### config.mk
export PLATFORM = sky130hd
export DESIGN_NAME = key_autorepeat
export DESIGN_NICKNAME = d
export VERILOG_FILES = /design/src/rtl/key_autorepeat.sv
export SDC_FILE = /design/constraint.sdc
export NUM_CORES = 1
export LEC_CHECK = 0
export BUFFER_PORTS_ARGS = -buffer_cell sky130_fd_sc_hd__buf_2
export CORE_UTILIZATION = 45
export CTS_CLUSTER_DIAMETER = 60
export CTS_CLUSTER_SIZE = 10
export DETAILED_ROUTE_END_ITERATION = 6
export HOLD_SLACK_MARGIN = 0.15
export SYNTH_ARGS = -nofsm -noshare
export SYNTH_HDL_FRONTEND = slang
export SYNTH_SLANG_ARGS = --single-unit
### constraint.sdc
create_clock -name CLK -period 2.3 [get_ports CLK]
set_input_delay 0.115 -clock CLK [delete_from_list [all_inputs] [get_ports CLK]]
set_output_delay 0.115 -clock CLK [all_outputs]
set_load 0.02 [all_outputs]
### src/rtl/key_autorepeat.sv
// key_autorepeat: conditions one raw push-button into clean single-cycle pulses.
// The chain is a 2-flop synchronizer, a stable-interval debouncer and an
// optional hold-to-repeat generator.
//
// Optional feature macro: KEY_AUTOREPEAT_EN
//   defined     -> IDLE/DELAY/REPEAT auto-repeat FSM is built.
//   not defined -> trans_dn pulses only on an accepted press, repeating = 0,
//                  HOLD_CYCLES / REPEAT_CYCLES are ignored.
//
// Ports:
//   CLK          in   system clock, all logic on posedge
//   RST          in   synchronous active-high reset
//   switch_input in   raw asynchronous button, active-high
//   pressed      out  debounced button level
//   trans_dn     out  one-cycle pulse on accepted press and on each repeat
//   trans_up     out  one-cycle pulse on accepted release
//   repeating    out  high while the repeat FSM is in REPEAT
module key_autorepeat #(
  parameter int unsigned DEBOUNCE_CYCLES = 1_000_000,
  parameter int unsigned HOLD_CYCLES     = 50_000_000,
  parameter int unsigned REPEAT_CYCLES   = 10_000_000
) (
  input  logic CLK,
  input  logic RST,
  input  logic switch_input,
  output logic pressed,
  output logic trans_dn,
  output logic trans_up,
  output logic repeating
);

  localparam int unsigned DW = $clog2(DEBOUNCE_CYCLES);
  localparam logic [DW-1:0] DLast = DW'(DEBOUNCE_CYCLES - 1);

  logic          sync1_q, sync2_q;
  logic [DW-1:0] dcnt_q, dcnt_d;
  logic          pressed_q, pressed_d;
  logic          trans_dn_q, trans_dn_d;
  logic          trans_up_q, trans_up_d;
  logic          repeating_q, repeating_d;
  logic          accept, press_acc, release_acc;

  // Debouncer: sync2 must differ from the debounced level for DEBOUNCE_CYCLES
  // consecutive cycles; any return to the current level restarts the count.
  always_comb begin
    dcnt_d = dcnt_q;
    accept = 1'b0;
    if (sync2_q == pressed_q) begin
      dcnt_d = '0;
    end else if (dcnt_q == DLast) begin
      dcnt_d = '0;
      accept = 1'b1;
    end else begin
      dcnt_d = dcnt_q + 1'b1;
    end
  end

  assign press_acc   = accept & sync2_q;
  assign release_acc = accept & ~sync2_q;
  assign pressed_d   = accept ? sync2_q : pressed_q;
  assign trans_up_d  = release_acc;

`ifdef KEY_AUTOREPEAT_EN
  localparam int unsigned RMax = (HOLD_CYCLES > REPEAT_CYCLES) ? HOLD_CYCLES : REPEAT_CYCLES;
  localparam int unsigned RW   = $clog2(RMax);
  localparam logic [RW-1:0] HLast = RW'(HOLD_CYCLES - 1);
  localparam logic [RW-1:0] RLast = RW'(REPEAT_CYCLES - 1);

  typedef enum logic [1:0] {StIdle, StDelay, StRepeat} state_e;

  state_e        state_q, state_d;
  logic [RW-1:0] rcnt_q, rcnt_d;
  logic          rep_pulse;

  // Release is checked first in DELAY/REPEAT so a terminal count coinciding
  // with the release edge never produces a trans_dn alongside trans_up.
  always_comb begin
    state_d   = state_q;
    rcnt_d    = rcnt_q;
    rep_pulse = 1'b0;
    case (state_q)
      StIdle: begin
        if (press_acc) begin
          state_d = StDelay;
          rcnt_d  = '0;
        end
      end
      StDelay: begin
        if (release_acc) begin
          state_d = StIdle;
          rcnt_d  = '0;
        end else if (rcnt_q == HLast) begin
          rep_pulse = 1'b1;
          rcnt_d    = '0;
          state_d   = StRepeat;
        end else begin
          rcnt_d = rcnt_q + 1'b1;
        end
      end
      StRepeat: begin
        if (release_acc) begin
          state_d = StIdle;
          rcnt_d  = '0;
        end else if (rcnt_q == RLast) begin
          rep_pulse = 1'b1;
          rcnt_d    = '0;
        end else begin
          rcnt_d = rcnt_q + 1'b1;
        end
      end
      default: begin
        state_d = StIdle;
        rcnt_d  = '0;
      end
    endcase
  end

  assign trans_dn_d  = press_acc | rep_pulse;
  assign repeating_d = (state_d == StRepeat);

  always_ff @(posedge CLK) begin
    if (RST) begin
      state_q <= StIdle;
      rcnt_q  <= '0;
    end else begin
      state_q <= state_d;
      rcnt_q  <= rcnt_d;
    end
  end
`else
  logic unused_repeat_cfg;
  assign unused_repeat_cfg = ^{HOLD_CYCLES, REPEAT_CYCLES};

  assign trans_dn_d  = press_acc;
  assign repeating_d = 1'b0;
`endif

  always_ff @(posedge CLK) begin
    if (RST) begin
      sync1_q     <= 1'b0;
      sync2_q     <= 1'b0;
      dcnt_q      <= '0;
      pressed_q   <= 1'b0;
      trans_dn_q  <= 1'b0;
      trans_up_q  <= 1'b0;
      repeating_q <= 1'b0;
    end else begin
      sync1_q     <= switch_input;
      sync2_q     <= sync1_q;
      dcnt_q      <= dcnt_d;
      pressed_q   <= pressed_d;
      trans_dn_q  <= trans_dn_d;
      trans_up_q  <= trans_up_d;
      repeating_q <= repeating_d;
    end
  end

  assign pressed   = pressed_q;
  assign trans_dn  = trans_dn_q;
  assign trans_up  = trans_up_q;
  assign repeating = repeating_q;

endmodule

==> impl_metrics.csv <==
group,metric,value,unit
power,p_leak,0.381,nW
power,switching_share,21.2,%
power,p_per_area,510,nW/um^2
synth,ys.flop_type,"dfxtp_1",
die,fp.coreArea,2450,um^2
synth,synth_edf_count,0,
worst_setup_path,crit_family,"simple AND/OR/NAND/NOR gates",
power,power.ir.vdd_worst,0.350,mV
clock_tree,clkLatencyLatePin,310,ps
clock_tree,cts_tree,"built",
layout,fin_util,51.8,%
synth,synth.yosys.seq_area_share,43.0,%
power,p_int,511,uW
power,p_seq_share,67.4,%
timing,slew-limit-headroom,63.1,%
worst_setup_path,reg2reg_slack,240,ps
global_route,gr-total-overflow,0,
clock_tree,ctsResizeCount,0,
synth,synthCells,126,
global_route,grt_usage,17.9,%
worst_setup_path,path_cells,"or4b_2 -> nor4_1 -> a2111oi_0 -> mux2_2",
drt,ant_nets,0,
layout,layout_commonest_cell,"dfxtp_1",
power,power,648,uW
layout,syn_to_final_growth,9.13,%
synth,syn_area_per_cell,9.24,um^2
die,die-height,52.9,um
die,fp.dieW,52.9,um
drt,vias,905,
synth,synth_largest_area_cell,"dfxtp_1",
worst_setup_path,end_kind,"flip-flop",
timing,finalSetupViolations,0,
worst_setup_path,start_kind,"flip-flop",
worst_setup_path,critPathMaxFanout,6,
global_route,grt_pass1_wl,3690,um
worst_hold_path,hold_class,"flip-flop to flip-flop",
synth,synth.distinct_cells,36,
drt,drt_iter0_drc,28,
drt,drt_first_pass_iters,4,
clock_tree,cts-root-buf,"clkbuf_4",
timing,finClkSkew,3.07,ps
die,placementRows,18,
synth,yosys.area.top_type_share,43.0,%
global_route,grt_start_max_net_pins,14,
drt,routed_wl,2150,um
timing,post-route-min-period,2060,ps
timing,slew_viol_final,0,
worst_setup_path,r2r_end,"dcnt_q[18]",
synth,ys_warn_count,0,
worst_setup_path,crit_slowest_cell,"or4b_2",
clock_tree,cts_buffers,3,
layout,mostFrequentLayoutCells,"dfxtp_1, nand2_1, nor2_2",
job,cap_violations,0,
timing,setup_tns,0,ps
synth,synthesis.nets,130,
timing,min_period_over_period,89.6,%
worst_setup_path,ff2ff_path_depth,4,
clock_tree,cts_sinks,25,
layout,final_nets,143,
placed_design,portBuffers,5,
global_route,antenna_found_initial,0,
placed_design,routabilityCongestion,0.793,
clock_tree,htreeDepth,1,
synth,async_flop_share,0,%
timing,hold_viol_final,0,
die,initial_core_util,47.5,%
worst_setup_path,slowest_delay,680,ps
worst_setup_path,cp_num_buf_inv,0,
worst_setup_path,crit_type,"flip-flop to flip-flop",
worst_setup_path,timing.rr.start,"dcnt_q[13]",
placed_design,dp_hpwl,1550,um
power,pwr-share-comb,2.7,%
status,status,"complete, no violations",
timing,worst_pin_slew,545,ps
drt,drc,0,
power,p_sw,137,uW
global_route,grt_pass1_vias,847,
layout,diodes,0,
worst_setup_path,arrival,2280,ps
worst_hold_path,hold_depth,1,
die,ios,7,
layout,drive_gt1_share,20.3,%
timing,fmax,0.485,GHz
synth,synthTopCellsByArea,"dfxtp_1, xnor2_1, nor2_2",
worst_setup_path,worstPathRequired,2520,ps
clock_tree,cts_buffer_depth,2,
timing,rsz0062_at_grt,"false",
worst_hold_path,holdPathEnd,"sync2_q",
synth,netlist_area,1160,um^2
synth,ys_seq_elements,25,
power,pwr-share-clk,29.9,%
timing,whs,457,ps
worst_hold_path,hold_path.startpoint,"sync1_q",
die,die-area,2800,um^2
drt,wl_per_cell,12.8,um
drt,vias_per_cell,5.39,
clock_tree,clk_pin_slew,130,ps
power by group through the flow:
stage / Combinational [mW] / Sequential [mW] / Clock (mW)
after global placement: 0.0131 / 0.446 / 0
after CTS: 0.0173 / 0.437 / 0.201
after floorplan: 0.0113 / 0.446 / 0
final: 0.0174 / 0.437 / 0.194
after detailed placement: 0.0134 / 0.446 / 0
after global routing: 0.0197 / 0.437 / 0.217
cells in the mapped netlist, drive strengths merged (2+ instances only):
cell and n:
a21oi 6, and3 2, and4 2, buf 2
dfxtp 25, inv 5, nand2 10, nand3 6
nand4 3, nor2 18, nor2b 2, nor3 6
nor4 3, o21ai 5, or3 3, or4 3
or4b 3, xnor2 9, xor2 4
area by class of cell:
class | count | area [um^2]
fillers | 237 | 1180
multi-input cells | 94 | 618
flip-flops and latches | 25 | 500
repair buffers | 10 | 70.1
well taps | 30 | 37.5
clock buffers | 4 | 26.3
inverters | 5 | 18.8
per-layer routing:
| metal | GRT usage [%] | routed length (um) | vias to the layer above |
|---|---|---|---|
| met1 | 25.1 | 1110 | 417 |
| met2 | 27.0 | 952 | 14 |
| li1 | - | - | 470 |
| met5 | 0 | 0 | - |
| met4 | 6.58 | 20 | 0 |
| met3 | 3.45 | 68 | 4 |
worst reg2reg max path: cells and delay by family, from the launching register on:
kind             cells  cell delay (ps)
flip-flops           1              400
AND/OR/NAND/NOR      2             1100
AO/OA/AOI/OAI        1              180
multiplexers         1              290
state kept, by name, summed over array words and instances, names as in the netlist:
register and flops:
trans_dn 1, pressed 1, sync2_q 1, dcnt_q 20
sync1_q 1, trans_up 1
logic make-up (layout without fill, tap and decap cells):
logic type               after synthesis  in the layout  synth area share (%)
multiplexers                           1              1                 0.967
other                                  1              1                 0.322
adder cells (fa/ha/maj)                1              1                  1.07
flip-flops                            25             25                  43.0
AND/OR/NAND/NOR                       64             64                  33.1
AO/OA/AOI/OAI                         14             14                  7.84
buffers and inverters                  7             19                  3.97
XOR/XNOR                              13             13                  9.77
stage by stage:
stage	std cells	instance area (um^2)	setup slack [ps]
after global routing	168	1270	151
after global placement	161	1210	311
final	168	1270	240
after CTS	168	1270	246
after detailed placement	161	1210	273
after floorplan	126	1160	432
worst max path at each step:
stage / start / cells after the start / to
3_5_place_dp: dcnt_q[13] / 4 / dcnt_q[18]
3_3_place_gp: dcnt_q[13] / 4 / dcnt_q[18]
2_1_floorplan: dcnt_q[7] / 5 / dcnt_q[10]
4_1_cts: dcnt_q[13] / 4 / dcnt_q[18]
5_1_grt: dcnt_q[7] / 4 / dcnt_q[18]
6_report: dcnt_q[13] / 4 / dcnt_q[18]
timing repair:
item,4_1_cts,5_1_grt
buffers inserted,0,0
hold buffers,3,0
endpoints found under the hold margin,3,0
Note: power is estimated with default switching activity, not from simulation.
